### src/rtl/dawson_sequencer.sv
// dawson_sequencer: queues {a, b, tag} requests and feeds them one at a time
// through a strobe/ack Dawson arithmetic unit, returning result and tag.
// Optional build macro DAWSON_SEQ_OVF_EN enables the sticky overflow flag for
// requests dropped while the queue is full. Without it, overflow is tied low.
//
// state  | meaning
// -------+------------------------------------------------------
// IDLE   | waiting for a queued request; pops the head when one exists
// SEND_A | presenting operand A, waiting for input_a_ack
// SEND_B | presenting operand B, waiting for input_b_ack
// WAIT_Z | acknowledging the unit's result strobe, capturing output_z
// DONE   | one-cycle ready_out pulse, then back to IDLE
module dawson_sequencer #(
    parameter int WIDTH = 64,
    parameter int DEPTH = 4,
    parameter int TAG_W = 2
) (
    input  logic                       clock,
    input  logic                       reset_n,
    input  logic [WIDTH-1:0]           a,
    input  logic [WIDTH-1:0]           b,
    input  logic [TAG_W-1:0]           tag,
    input  logic                       ready_in,
    output logic                       full,
    output logic [$clog2(DEPTH):0]     count,
    output logic [WIDTH-1:0]           out,
    output logic [TAG_W-1:0]           out_tag,
    output logic                       ready_out,
    output logic                       overflow,
    input  logic                       ovf_clr,
    output logic [WIDTH-1:0]           input_a,
    output logic [WIDTH-1:0]           input_b,
    output logic                       input_a_stb,
    output logic                       input_b_stb,
    output logic                       output_z_ack,
    input  logic                       input_a_ack,
    input  logic                       input_b_ack,
    input  logic                       output_z_stb,
    input  logic [WIDTH-1:0]           output_z
);

    localparam int PW = $clog2(DEPTH);
    localparam int CW = PW + 1;

    typedef enum logic [2:0] {
        IDLE   = 3'd0,
        SEND_A = 3'd1,
        SEND_B = 3'd2,
        WAIT_Z = 3'd3,
        DONE   = 3'd4
    } state_t;

    state_t state, state_nxt;

    logic [WIDTH-1:0] mem_a [DEPTH];
    logic [WIDTH-1:0] mem_b [DEPTH];
    logic [TAG_W-1:0] mem_t [DEPTH];

    logic [PW-1:0]    wr_ptr, rd_ptr;
    logic [CW-1:0]    count_r;
    logic [WIDTH-1:0] op_a, op_b;
    logic [TAG_W-1:0] op_tag;
    logic [WIDTH-1:0] out_r;
    logic [TAG_W-1:0] out_tag_r;
    logic             push, pop, capture;

    // full is taken from the registered count, so a pop in the same cycle
    // never makes room for a push (no bypass).
    assign full    = (count_r == CW'(DEPTH));
    assign push    = ready_in & ~full;
    assign pop     = (state == IDLE) & (count_r != '0);
    assign capture = (state == WAIT_Z) & output_z_stb;
    assign count   = count_r;
    assign out     = out_r;
    assign out_tag = out_tag_r;

    // Queue storage; contents need no reset since count gates every read.
    always_ff @(posedge clock) begin
        if (push) begin
            mem_a[wr_ptr] <= a;
            mem_b[wr_ptr] <= b;
            mem_t[wr_ptr] <= tag;
        end
    end

    // Queue pointers and occupancy; pointers wrap naturally at DEPTH.
    always_ff @(posedge clock or negedge reset_n) begin
        if (!reset_n) begin
            wr_ptr  <= '0;
            rd_ptr  <= '0;
            count_r <= '0;
        end else begin
            if (push) wr_ptr <= wr_ptr + PW'(1);
            if (pop)  rd_ptr <= rd_ptr + PW'(1);
            case ({push, pop})
                2'b10:   count_r <= count_r + CW'(1);
                2'b01:   count_r <= count_r - CW'(1);
                default: count_r <= count_r;
            endcase
        end
    end

    // State register plus the operand/tag latch for the request in flight.
    always_ff @(posedge clock or negedge reset_n) begin
        if (!reset_n) begin
            state  <= IDLE;
            op_a   <= '0;
            op_b   <= '0;
            op_tag <= '0;
        end else begin
            state <= state_nxt;
            if (pop) begin
                op_a   <= mem_a[rd_ptr];
                op_b   <= mem_b[rd_ptr];
                op_tag <= mem_t[rd_ptr];
            end
        end
    end

    // Result registers hold their value until the next capture.
    always_ff @(posedge clock or negedge reset_n) begin
        if (!reset_n) begin
            out_r     <= '0;
            out_tag_r <= '0;
        end else if (capture) begin
            out_r     <= output_z;
            out_tag_r <= op_tag;
        end
    end

    // Next-state and handshake outputs; acks outside their state are ignored.
    always_comb begin
        state_nxt    = state;
        input_a      = '0;
        input_b      = '0;
        input_a_stb  = 1'b0;
        input_b_stb  = 1'b0;
        output_z_ack = 1'b0;
        ready_out    = 1'b0;
        case (state)
            IDLE: begin
                if (count_r != '0) state_nxt = SEND_A;
            end
            SEND_A: begin
                input_a     = op_a;
                input_a_stb = 1'b1;
                if (input_a_ack) state_nxt = SEND_B;
            end
            SEND_B: begin
                input_b     = op_b;
                input_b_stb = 1'b1;
                if (input_b_ack) state_nxt = WAIT_Z;
            end
            WAIT_Z: begin
                output_z_ack = output_z_stb;
                if (output_z_stb) state_nxt = DONE;
            end
            DONE: begin
                ready_out = 1'b1;
                state_nxt = IDLE;
            end
            default: state_nxt = IDLE;
        endcase
    end

`ifdef DAWSON_SEQ_OVF_EN
    logic drop;
    assign drop = ready_in & full;

    // Sticky drop flag; a new drop wins over a same-edge clear.
    always_ff @(posedge clock or negedge reset_n) begin
        if (!reset_n)     overflow <= 1'b0;
        else if (drop)    overflow <= 1'b1;
        else if (ovf_clr) overflow <= 1'b0;
    end
`else
    logic unused_ovf_clr;
    assign unused_ovf_clr = ovf_clr;
    assign overflow       = 1'b0;
`endif

endmodule

### config.mk
export PLATFORM = sky130hd
export DESIGN_NAME = dawson_sequencer
export DESIGN_NICKNAME = d
export VERILOG_FILES = /design/src/rtl/dawson_sequencer.sv
export SDC_FILE = /design/constraint.sdc
export NUM_CORES = 1
export LEC_CHECK = 0
export BUFFER_PORTS_ARGS = -buffer_cell sky130_fd_sc_hd__buf_2
export CAP_MARGIN = 5
export CORE_UTILIZATION = 32
export DETAILED_ROUTE_END_ITERATION = 8
export PLACE_DENSITY = 0.58
export SKIP_LAST_GASP = 1
export SLEW_MARGIN = 20
export SYNTH_ARGS = -nofsm -noshare
export SYNTH_HDL_FRONTEND = slang
export SYNTH_SLANG_ARGS = --single-unit
### constraint.sdc
create_clock -name clock -period 11 [get_ports clock]
set_clock_uncertainty 0.1 [all_clocks]
set_input_delay 1.1 -clock clock [delete_from_list [all_inputs] [get_ports clock]]
set_output_delay 1.1 -clock clock [all_outputs]
set_load 0.01 [all_outputs]
# == Word-level counts from Yosys, hierarchy flattened ==
# Memories as Yosys holds them, arrays and structs flattened. A register that Yosys moved wholly into a read port is not among the register bits.
# Index checks and enable logic that the tools add are counted.
# word_totals
reg_bits,76
ram_bits,520
inputBits,201
out_inout_bits,203
word_cells,49
n_memories,3
# mem_list
memory,depth,width,read_ports,rd_ports_with_merged_regs,write_ports,line,text
mem_a,4,64,1,1,1,55,logic [WIDTH-1:0] mem_a [DEPTH];
mem_b,4,64,1,1,1,56,logic [WIDTH-1:0] mem_b [DEPTH];
mem_t,4,2,1,1,1,57,logic [TAG_W-1:0] mem_t [DEPTH];
# classes
addsub,4
n_eq_ne,11
mux,14
bitwise_logic,4
reduce_logical,7
# ops
operator,count
64-bit two-way mux,2
3-bit two-way mux,4
3-bit one-hot mux with 4 select lines,1
3-bit by 2-bit == test with 1-bit output (second input constant),2
3-bit == test (second input constant),2
1-bit two-way mux,6
2-bit != test (second input constant),3
3-bit one-hot mux with 2 select lines,1
2-bit by 1-bit adder with 2-bit output (second input constant),2
4-bit AND reduction,1
3-bit by 1-bit adder with 3-bit output (second input constant),1
1-bit bitwise AND,3
3-bit by 1-bit == test with 1-bit output (second input constant),1
1-bit logical NOT,3
3-bit logical NOT,1
3-bit nonzero test,1
3-bit by 1-bit subtractor with 3-bit output (second input constant),1
2-bit by 1-bit == test with 1-bit output (second input constant),1
2-bit == test (second input constant),1
2-bit by 1-bit != test with 1-bit output (second input constant),1
2-bit nonzero test,1
1-bit inverter,1

# == Logic depth before layout (Yosys ltp) ==
# Gate-level depths: netlist of run 1.
# logic_depth
word_depth,5
mapped_depth,12
ltp_nobuf,9

# == Worst setup path after synthesis of run 1 ==
# Ideal clock, no wire load.
# synth_timing
kind,input to register
from,input ready_in
to,"memory mem_a[0][0], enable pin"
setup_time_ns,0.505
arrival_ns,4.455
required_ns,10.395
setup_slack_ns,5.940
path_stages,2
n_path_buf,0
cell_sequence,nor2b_1 > and2_1
# synth_via
elab_chain_cells,3
# synth_lines
item,line,text
start: declaration,23,"input logic ready_in,"
1-bit bitwise AND,70,assign push = ready_in & ~full;
1-bit two-way mux,79,if (push) begin
1-bit two-way mux (implied by the code),80,mem_a[wr_ptr] <= a;
end: declaration,55,
# Every way passes these cells.

# == Worst setup path in the final report of run 1 ==
# layout_timing
from,register state[1]
to,output input_b[32]
# layout_via
elab_chain_cells,2
# layout_lines
item,line,text
start: declaration,53,"state_t state, state_nxt;"
start signal: assignment,111,state <= state_nxt;
3-bit by 2-bit == test with 1-bit output,140,case (state)
64-bit two-way mux,140,
end: declaration,32,"output logic [WIDTH-1:0] input_b,"
# Every way passes these cells.

==> key figures, run 1 <==
Yosys
  • Synth cell types: 28
  • Synth area leaders: edfxtp_1 (57%), dfrtp_1 (19%), mux4_2 (11%), mux2_2 (8.1%), and2_1 (3.0%)
  • Syn avg cell area: ~21 um^2
  • Post-Synthesis Cells: around 1300
  • Synth warnings: 0
  • Synthesized Nets: 1504
  • Sequential share of the synthesized area: between 70% and 80%
  • Mapped cell area: between 20000 and 30000 um^2
  • Synthesis-stage register bit count: just over 700
  • Area leader, netlist: edfxtp_1
  • Post-synth top area share: 56.8%

Floorplan
  • Row count: ~110
  • Die extent in x: 295 um
  • Core box area: ~85000 um^2
  • Die Y: 295 um
  • Initial core utilization: between 30% and 40%
  • DIE AREA: about 87000 um^2
  • IO Count: between 400 and 500

Drt
  • Post-Route WL: between 60000 and 70000 um
  • DR iter-0 viols: between 600 and 700
  • Detailed Routing Iterations Pass 1: 4
  • Vias per cell: approximately 4.6
  • Vias: between 10000 and 15000
  • Final ANT Viol Nets: 0
  • WL/cell: roughly 21 um
  • Drt drc: 0

Pwr
  • Worst vdd ir: ~0.17 mV
  • LEAKAGE: approximately 13 nW
  • Tot Pwr: 0.00972 W
  • PD cells: about 290 nW/um^2

Outcome
  • Status: finished, final reports clean

Timing
  • Unrepaired setup endpoints after global routing: no
  • TNS Setup: 0 ns
  • Final Critical Period: between 3 and 4 ns
  • Final setup violation count: 0
  • Slew @ Worst Pin: ~1.0 ns
  • Max Slew Vio Count: 0
  • Fmax: ~0.26 GHz
  • Final period util: between 30% and 40%
  • Final Hold Viols: 0
  • Relative slew slack: between 30 and 40%

Global routing
  • Vias in the first global route: between 10000 and 15000
  • Initial antenna violation count: 23
  • Total gr overflow: 0
  • GRT Util Overall: around 14%
  • First-pass GRT wire length: 91600 um
  • Largest net degree at the start of global routing: 99

Worst setup path
  • Worst Path Arrival: ~2.6 ns
  • Worst Path Required: around 10 ns
  • Startpoint types: flip-flop
  • Nature of the critical path endpoint: primary output
  • WS Path Type: reg -> out
  • CP Max Fanout: 65

Layout
  • Layout cell share with drive strength beyond 1: 49.3%
  • Post-route cell area: ~34000 um^2
  • # fillers: about 7800
  • Final net count: between 1500 and 2000
  • Area delta synth->final: 22.0%

CTS
  • Clock H-tree levels: 3
  • Num CTS Buffers: 82
  • Worst skew pair latency: around 0.62 ns
  • Root Buffer: clkbuf_16
  • CTS Sinks: 726
  • Clock buffer depth: 3
  • Clock input transition at the sequential cells of the worst setup and hold paths: roughly 0.06 ns
  • TritonCTS clock tree: yes
  • Cts hold-fix bufs: 0
  • Post-CTS Resized: 0
  • Post-CTS setup buffers: 0

Placed design
  • IO buf count: 401
  • Dpl hpwl: ~36000 um
  • Area post-placement: ~31000 um^2
  • Routability congestion estimate: 0.699

Job
  • Max-cap violations: 0

Hold path
  • Worst min-delay path category: reg -> reg
## state kept, by name (all words and copies together), names as in the netlist, 3 cells and up
signal	count
out	64
count	3
mem_a	256
op_b	64
mem_t	8
mem_b	256
op_a	64
state	3
## cells in the final DEF, fill, tap and decap left out, types with 3 or more instances in the layout
cell and n:
edfxtp_1 520, buf_2 400, dfrtp_1 204, mux2_2 197, mux4_2 130, and2_1 128
clkbuf_16 86, buf_4 21, clkinv_2 15, clkbuf_1 14, clkinv_1 11, bufinv_16 9
inv_1 8, clkbuf_8 6, ha_1 5, inv_6 5, diode_2 4, and2_4 4
xor2_1 4, nor3b_1 3, clkinv_4 3
## cells in the mapped netlist
master      n
nand2b_1    2
a21oi_1     2
nor3b_1     4
a221o_1     1
buf_2      17
clkbuf_1   22
nand3_1     2
inv_1       8
nor2b_1     2
nor3_2      1
buf_4       5
buf_6      19
buf_1       5
mux4_2    130
dfrtp_1   206
and3b_1     1
xor2_1      4
nor2_1      4
conb_1      1
fa_1        1
mux2_2    197
nand2_1     2
and2_1    132
edfxtp_1  520
nor3_1      1
mux2i_1     1
xnor2_1     2
ha_1        5
## layer usage
| metal | track usage [%] | share of wire [%] |
|---|---|---|
| met5 | 0 | 0.41 |
| met4 | 4.54 | 2.2 |
| met2 | 24.0 | 49 |
| met1 | 17.4 | 41 |
| met3 | 4.65 | 7.3 |
## layout make-up
| type | count | area, um^2 | share of cell area, % |
|---|---|---|---|
| flip-flops and latches | 726 | 20800 | 62.0 |
| multi-input cells | 495 | 6290 | 18.8 |
| clock buffers | 106 | 2290 | 6.82 |
| repair buffers | 422 | 2170 | 6.49 |
| well taps | 1144 | 1430 | 4.27 |
| clock inverters | 48 | 524 | 1.56 |
| inverters | 8 | 30.0 | 0.0896 |
| diodes | 4 | 10.0 | 0.0299 |
## path summary, 6_finish.rpt
path | slack, ns | start | end | cells past startpoint
max | 7.17 | state[1] | input_b[32] | 5
min in group asynchronous | 0.44 | reset_n | out[33] | 1
max in group asynchronous | 8.83 | reset_n | rd_ptr[0] | 2
max reg2reg | 7.52 | state[0] | count[2] | 10
min | 0.39 | op_b[10] | op_b[10] | 1
min reg2reg | 0.39 | op_b[10] | op_b[10] | 1
## cells by family (layout without fill, tap and decap cells)
| logic type | Yosys count | in the layout | share of synthesized area, % |
|---|---|---|---|
| and+or+nand+nor | 151 | 151 | 3.41 |
| adders and majority gates | 6 | 6 | 0.300 |
| buffers and inverters | 76 | 584 | 1.70 |
| other | 1 | 5 | 0.0136 |
| muxes | 328 | 328 | 18.8 |
| AOI/OAI and AO/OA | 3 | 3 | 0.0728 |
| xor gates and xnor gates | 6 | 6 | 0.191 |
| DFF | 726 | 726 | 75.6 |
## stage by stage
stage | cells | util (%) | worst slack (ns) | hold slack [ns]
3_3_place_gp | 2795 | 36.1 | 7.30 | 0.381
4_1_cts | 2949 | 39.4 | 7.03 | 0.401
3_5_place_dp | 2795 | 36.1 | 7.25 | 0.387
2_1_floorplan | 1297 | - | 5.94 | 0.372
6_report | 2953 | 39.4 | 7.17 | 0.392
5_1_grt | 2950 | 39.4 | 6.96 | 0.410
## critical path: stages, from the launching register on
cell and delay, ns:
dfrtp_1 0.50, nand2b_1 0.22, nor2_4 0.12, buf_4 0.64, and2_1 0.33, buf_2 0.17
## report_power, final
group,switching [W],leakage [nW],total (W),internal [W]
clock network,0.00111,1.38,0.00280,0.00169
logic,0.00143,3.99,0.00282,0.00139
registers,0.000321,7.19,0.00410,0.00378
total,0.00286,12.6,0.00972,0.00686
Power figures use the tool's default switching activity.
==> inputs of run 2 (changes only) <==
==> constraint.sdc (replaced) <==
create_clock -name clock -period 3.85 [get_ports clock]
set_clock_uncertainty 0.1 [all_clocks]
set_input_delay 0.385 -clock clock [delete_from_list [all_inputs] [get_ports clock]]
set_output_delay 0.385 -clock clock [all_outputs]
set_load 0.01 [all_outputs]
==> run 2 against run 1 <==
The run now ends with DRC left. Final cell count increased by 7.9%. Core utilization increased by 2.7 points. Register-to-register slack lost 6.4 ns. Sequential power grew to 2.9 times the previous value. Non-clock buffer count increased by 234. Combinational power rose to 3.1 times the previous value. Critical path type unchanged.
==> key figures, run 2 (synthesis results as in run 1) <==
Hold path
  • Worst min-delay path category: in -> reg
  • Hold path start: ready_in
  • Hold Path Stages: 3 (+2)

Layout
  • Post-route cell area: 35800 um^2 (+6.8%)
  • # fillers: 7566 (-2.5%)
  • Layout cell share with drive strength beyond 1: 44.9% (-4.4 points)
  • Top Registers: mem_a x256, mem_b x256
  • Commonest non-fill, non-tap cell in the layout: edfxtp_1
  • Non-filler cells, final: 3185 (+7.9%)
  • Most frequent cells in the layout: edfxtp_1 (520), buf_2 (400), dfrtp_1 (204), mux2_2 (197), dlygate4sd3_1 (197)
  • Final net count: 2175 (+12%)
  • Area delta synth->final: 30.2%

Drt
  • Post-Route WL: 64000 um (+2.4%)
  • Drt drc: 4 (+4)
  • Detailed Routing Iterations Pass 1: 6 (+2)
  • DR iter-0 viols: 705 (+13%)
  • Vias: 14439 (+6.3%)
  • Vias per cell: 4.53 (-1.4%)
  • WL/cell: 20.1 um (-5.0%)
  • Final ANT Viol Nets: 0 (unchanged)

Worst setup path
  • CP Max Fanout: 32 (-51%)
  • Nature of the critical path endpoint: primary output
  • Reg2reg start: state[1]
  • WS Path Type: reg -> out
  • Slowest CP cell: dfrtp_1
  • Startpoint types: flip-flop
  • CP peak stage delay: 0.50 ns (-0.14 ns)
  • FF-to-FF path depth: 5 (-5)
  • Worst path cell trace: nand2b_1 -> nor2_4 -> buf_4 -> and2_1 -> buf_2
  • Worst Path Required: 3.37 ns (-6.43 ns)
  • Start point of the critical path: state[1]
  • Worst Path Arrival: 2.38 ns (-0.25 ns)

Global routing
  • Largest net degree at the start of global routing: 89 (-10%)
  • Vias in the first global route: 15913 (+7.6%)
  • Initial antenna violation count: 9 (-61%)
  • Total gr overflow: 0 (unchanged)
  • GRT Util Overall: 14.6% (+0.28 points)
  • First-pass GRT wire length: 94800 um (+3.5%)

CTS
  • CTS Sinks: 726 (unchanged)
  • Clock buffer depth: 3 (unchanged)
  • Cts hold-fix bufs: 197 (+197)
  • Clock H-tree levels: 3 (unchanged)
  • Clock input transition at the sequential cells of the worst setup and hold paths: 0.06 ns (about the same)
  • Post-CTS Resized: 0 (unchanged)
  • Worst skew pair latency: 0.60 ns (-0.02 ns)
  • TritonCTS clock tree: yes
  • Num CTS Buffers: 81 (-1.2%)
  • Post-CTS setup buffers: 0 (unchanged)
  • Root Buffer: clkbuf_16

Floorplan
  • DIE AREA: 87100 um^2 (unchanged)
  • IO Count: 404 (unchanged)
  • Die Y: 295 um (unchanged)
  • Row count: 107 (unchanged)
  • Initial core utilization: 32.3% (unchanged)
  • Core box area: 85100 um^2 (unchanged)
  • Die extent in x: 295 um (unchanged)

Timing
  • Fmax: 0.349 GHz
  • Relative slew slack: 43.3% (+13 points)
  • Slew @ Worst Pin: 0.850 ns (-0.193 ns)
  • Max Slew Vio Count: 0 (unchanged)
  • Hold slack: 0.226 ns (-0.167 ns)
  • Unrepaired setup endpoints after global routing: no
  • Final Critical Period: between 2 and 3 ns
  • TNS Setup: 0 ns (unchanged)
  • Final setup violation count: 0 (unchanged)
  • Final period util: 74.4%
  • Final Hold Viols: 0 (unchanged)

Job
  • Max-cap violations: 0 (unchanged)

Pwr
  • PD cells: 775 nW/um^2 (+170%)
  • LEAKAGE: 13.5 nW (+7.6%)
  • Tot Pwr: 0.0277 W (+190%)
  • Worst vdd ir: 0.455 mV (+160%)

Placed design
  • Routability congestion estimate: 0.706 (+1.1%)
  • Area post-placement: 31300 um^2 (+1.8%)
  • Placed insts: 2832 (+1.3%)
  • IO buf count: 401 (unchanged)
  • Dpl hpwl: 38900 um (+9.6%)

Outcome
  • Status: finished, violations left
  • Failing checks: DRC
-- run 2: cell count changes in the layout (fill, tap and decap cells not counted), sizes merged --
cell,previous run,this run
dlygate4sd3,0,197
buf,422,459
clkbuf,106,113
bufinv,9,3
clkinv,31,27
diode,4,7
inv,14,12
-- run 2: report_power, final --
| group | switching (W) | total, W | internal (W) |
|---|---|---|---|
| Sequential | 0.000943 | 0.0117 | 0.0108 |
| Clock | 0.00304 | 0.00734 | 0.00430 |
| Combinational | 0.00422 | 0.00865 | 0.00443 |
| Total | 0.00821 | 0.0277 | 0.0195 |
-- run 2: worst max-delay path, delay by kind of cell, from the launching register on --
family	cells	cell delay (ns)
buf+inv	2	0.55
flops	1	0.50
simple gates	3	0.68
-- run 2: layout make-up --
cell class	instances	area [um^2]	share of cell area, %
flip-flops and latches	726	20800	58.1
multi-input cells	495	6290	17.6
repair buffers	656	4710	13.2
clock buffers	113	2260	6.31
well taps	1144	1430	4.00
clock inverters	36	274	0.766
inverters	8	30.0	0.0839
diodes	7	17.5	0.0489
-- run 2: layer usage --
metal | wire [um] | track usage (%)
met5 | 8 | 0
met4 | 1740 | 5.45
met3 | 4810 | 4.14
met2 | 31200 | 24.7
met1 | 26300 | 17.5
-- run 2: path summary, 6_finish.rpt --
| check | to | slack (ns) |
|---|---|---|
| setup / recovery | input_b[46] | 0.99 |
| hold / removal | wr_ptr[0] | 0.23 |
| setup reg to reg | op_a[41] | 1.13 |
| hold reg to reg | op_b[55] | 0.40 |
| max in group asynchronous | out[2] | 2.30 |
| min in group asynchronous | out[9] | 0.34 |
-- run 2: metrics by stage --
stage | setup WS (ns) | util [%]
finish | 0.987 | 42.0
global route | 0.792 | 42.0
CTS | 0.892 | 42.0
detailed placement | 1.06 | 36.7
global placement | 1.13 | 36.7
floorplan | 0.702 | -
==> inputs of run 3 (changes only) <==
--- a/config.mk
+++ b/config.mk
@@ -9,7 +9,7 @@
 export CAP_MARGIN = 5
 export CORE_UTILIZATION = 32
 export DETAILED_ROUTE_END_ITERATION = 8
-export PLACE_DENSITY = 0.58
+export PLACE_DENSITY = 0.6
 export SKIP_LAST_GASP = 1
 export SLEW_MARGIN = 20
 export SYNTH_ARGS = -nofsm -noshare
==> constraint.sdc (replaced) <==
create_clock -name clock -period 2.5 [get_ports clock]
set_clock_uncertainty 0.1 [all_clocks]
set_input_delay 0.25 -clock clock [delete_from_list [all_inputs] [get_ports clock]]
set_output_delay 0.25 -clock clock [all_outputs]
set_load 0.01 [all_outputs]
==> run 3 against run 2 <==
The run now ends clean. Largest cell class unchanged. Power rose by 59%. Wire length rose by 1.8%. First-iteration DRC count fell by 13%. Register-to-register slack got worse by 0.92 ns. Critical path depth rose by 2. Clock-buffer cell count fell by 3.
==> key figures, run 3 (synthesis results as in run 1) <==
Layout
  • Finished Core Util: 42.7% (+0.64 points)
  • Layout cell share with drive strength beyond 1: 45.2% (+0.36 points)
  • Final net count: 2181 (+0.28%)
  • Non-filler cells, final: 3186 (+0.031%)
  • Area delta synth->final: 32.2%
  • # fillers: 7452 (-1.5%)
  • Most frequent cells in the layout: edfxtp_1 (520), buf_2 (400), dfrtp_1 (202), dlygate4sd3_1 (198), mux2_2 (197)
  • Top Registers: mem_a x256, mem_b x256
  • Commonest non-fill, non-tap cell in the layout: edfxtp_1
  • Register area: 20800 um^2 (about the same)
  • Area used by multi-input combinational logic: 6310 um^2 (+0.26%)

Timing
  • Final setup margin: 0.0733 ns (-0.913 ns)
  • Slew @ Worst Pin: 0.553 ns (-0.297 ns)
  • Final Critical Period: ~2.4 ns
  • Final period util: 97.1%
  • Relative slew slack: 63.1% (+20 points)
  • Max Slew Vio Count: 0 (unchanged)
  • Fmax: around 0.41 GHz
  • Final Hold Viols: 0 (unchanged)
  • Final setup violation count: 0 (unchanged)

Outcome
  • Status: finished, final reports clean

Drt
  • DR iter-0 viols: 616 (-13%)
  • Vias: 14536 (+0.67%)
  • Detailed Routing Iterations Pass 1: 8 (+2)
  • Post-Route WL: 65200 um (+1.8%)
  • Drt drc: 0 (-4)
  • Final ANT Viol Nets: 0 (unchanged)
  • Vias per cell: 4.56 (+0.64%)
  • WL/cell: 20.5 um (+1.8%)

Global routing
  • First-pass GRT wire length: 96700 um (+2.0%)
  • Total gr overflow: 0 (unchanged)
  • Vias in the first global route: 16091 (+1.1%)
  • Initial antenna violation count: 11 (+2)
  • Largest net degree at the start of global routing: 68 (-24%)
  • GRT Util Overall: 14.8% (+0.27 points)

Worst setup path
  • Worst Path Required: 2.15 ns (-1.22 ns)
  • Critical path endpoint: input_b[49]
  • Startpoint types: flip-flop
  • CP Max Fanout: 31 (-3.1%)
  • Worst Path Arrival: 2.08 ns (-0.30 ns)
  • R2R Path End: op_b[55]
  • WS Path Type: reg -> out
  • FF-to-FF path depth: 6 (+1)
  • Nature of the critical path endpoint: primary output
  • Reg2reg start: state[1]
  • Start point of the critical path: state[0]
  • R2R setup slack: 0.21 ns (-0.92 ns)

CTS
  • Worst skew pair latency: 0.62 ns (+0.02 ns)
  • Root Buffer: clkbuf_16
  • TritonCTS clock tree: yes
  • Clock input transition at the sequential cells of the worst setup and hold paths: 0.06 ns (about the same)
  • CTS Sinks: 726 (unchanged)
  • Num CTS Buffers: 79 (-2.5%)
  • Clock H-tree levels: 3 (unchanged)
  • Clock buffer depth: 3 (unchanged)

Pwr
  • Worst vdd ir: 0.697 mV (+53%)
  • PD cells: 1220 nW/um^2 (+57%)
  • LEAKAGE: 13.7 nW (+1.5%)

Floorplan
  • DIE AREA: 87100 um^2 (unchanged)
  • Die extent in x: 295 um (unchanged)
  • Initial core utilization: 32.3% (unchanged)
  • Core box area: 85100 um^2 (unchanged)
  • IO Count: 404 (unchanged)
  • Die Y: 295 um (unchanged)
  • Row count: 107 (unchanged)

Placed design
  • Routability congestion estimate: 0.708 (+0.28%)
  • IO buf count: 401 (unchanged)
  • Place WS: 0.379 ns (-0.676 ns)
  • Dpl hpwl: 37700 um (-3.2%)
  • Placed insts: 2824 (-0.28%)

Hold path
  • Hold Path Stages: 4 (+1)
  • Worst min-delay path category: in -> reg

Job
  • Max-cap violations: 0 (unchanged)
## run 3: cell types whose count changed in the layout (fill, tap and decap cells not counted), sizes merged
cell,before,now
clkinvlp,2,0
buf,459,464
inv,12,11
bufinv,3,7
dlygate4sd3,197,198
clkbuf,113,112
diode,7,2
## run 3: what timing repair did
action | in CTS | in global routing
gates cloned | 3 | 2
endpoints found under the hold margin | 776 | 0
gates resized for setup | 17 | 2
buffers inserted | 2 | 8
setup endpoints to repair | 127 | 126
pin swaps | 1 | 1
hold buffers | 198 | 0
## run 3: report_power, final
part | internal, W | switching, W
logic | 0.00752 | 0.00707
registers | 0.0166 | 0.00120
clock network | 0.00703 | 0.00472
## run 3: worst max-delay path, stage by stage (launching register included)
cell and delay [ns]:
dfrtp_1 0.41, buf_6 0.14, buf_4 0.14, nor2_4 0.10, buf_12 0.14, buf_16 0.17
and2_1 0.18, buf_2 0.14
## run 3: cell type report
class | count | share of cell area, %
timing repair buffer | 664 | 14.1
clock buffer | 110 | 6.16
multi-input combinational | 495 | 17.4
antenna | 2 | 0.0138
inverter | 8 | 0.0826
tap | 1144 | 3.94
sequential | 726 | 57.2
clock inverter | 37 | 1.17
## run 3: how the worst min path moves through the flow
stage | start | end | slack, ns
detailed placement | reset_n | out[36] | 0.16
floorplan | reset_n | count[0] | -0.15
CTS | input_b_ack | state[0] | 0.01
global placement | reset_n | out[27] | 0.16
global route | ready_in | wr_ptr[0] | 0.09
finish | ready_in | wr_ptr[0] | 0.11
## run 3: layer usage
layer | vias up | GRT usage (%) | part of all wire (%)
met5 | - | 0 | 0.095
met4 | 8 | 4.56 | 2.4
met3 | 113 | 3.78 | 7.1
met2 | 425 | 25.5 | 49
met1 | 7551 | 18.3 | 41
li1 | 6439 | - | -
## run 3: metrics by stage
| step | power, W | hold WS, ns | cell area, um^2 | TNS [ns] |
|---|---|---|---|---|
| 2_1_floorplan | 0.0268 | -0.146 | 27500 | -337.04 |
| 3_3_place_gp | 0.0315 | 0.158 | 31400 | 0 |
| 3_5_place_dp | 0.0319 | 0.164 | 31400 | 0 |
| 4_1_cts | 0.0447 | 0.0123 | 36200 | -1.60 |
| 5_1_grt | 0.0466 | 0.0924 | 36300 | -0.100 |
| 6_report | 0.0442 | 0.107 | 36300 | 0 |
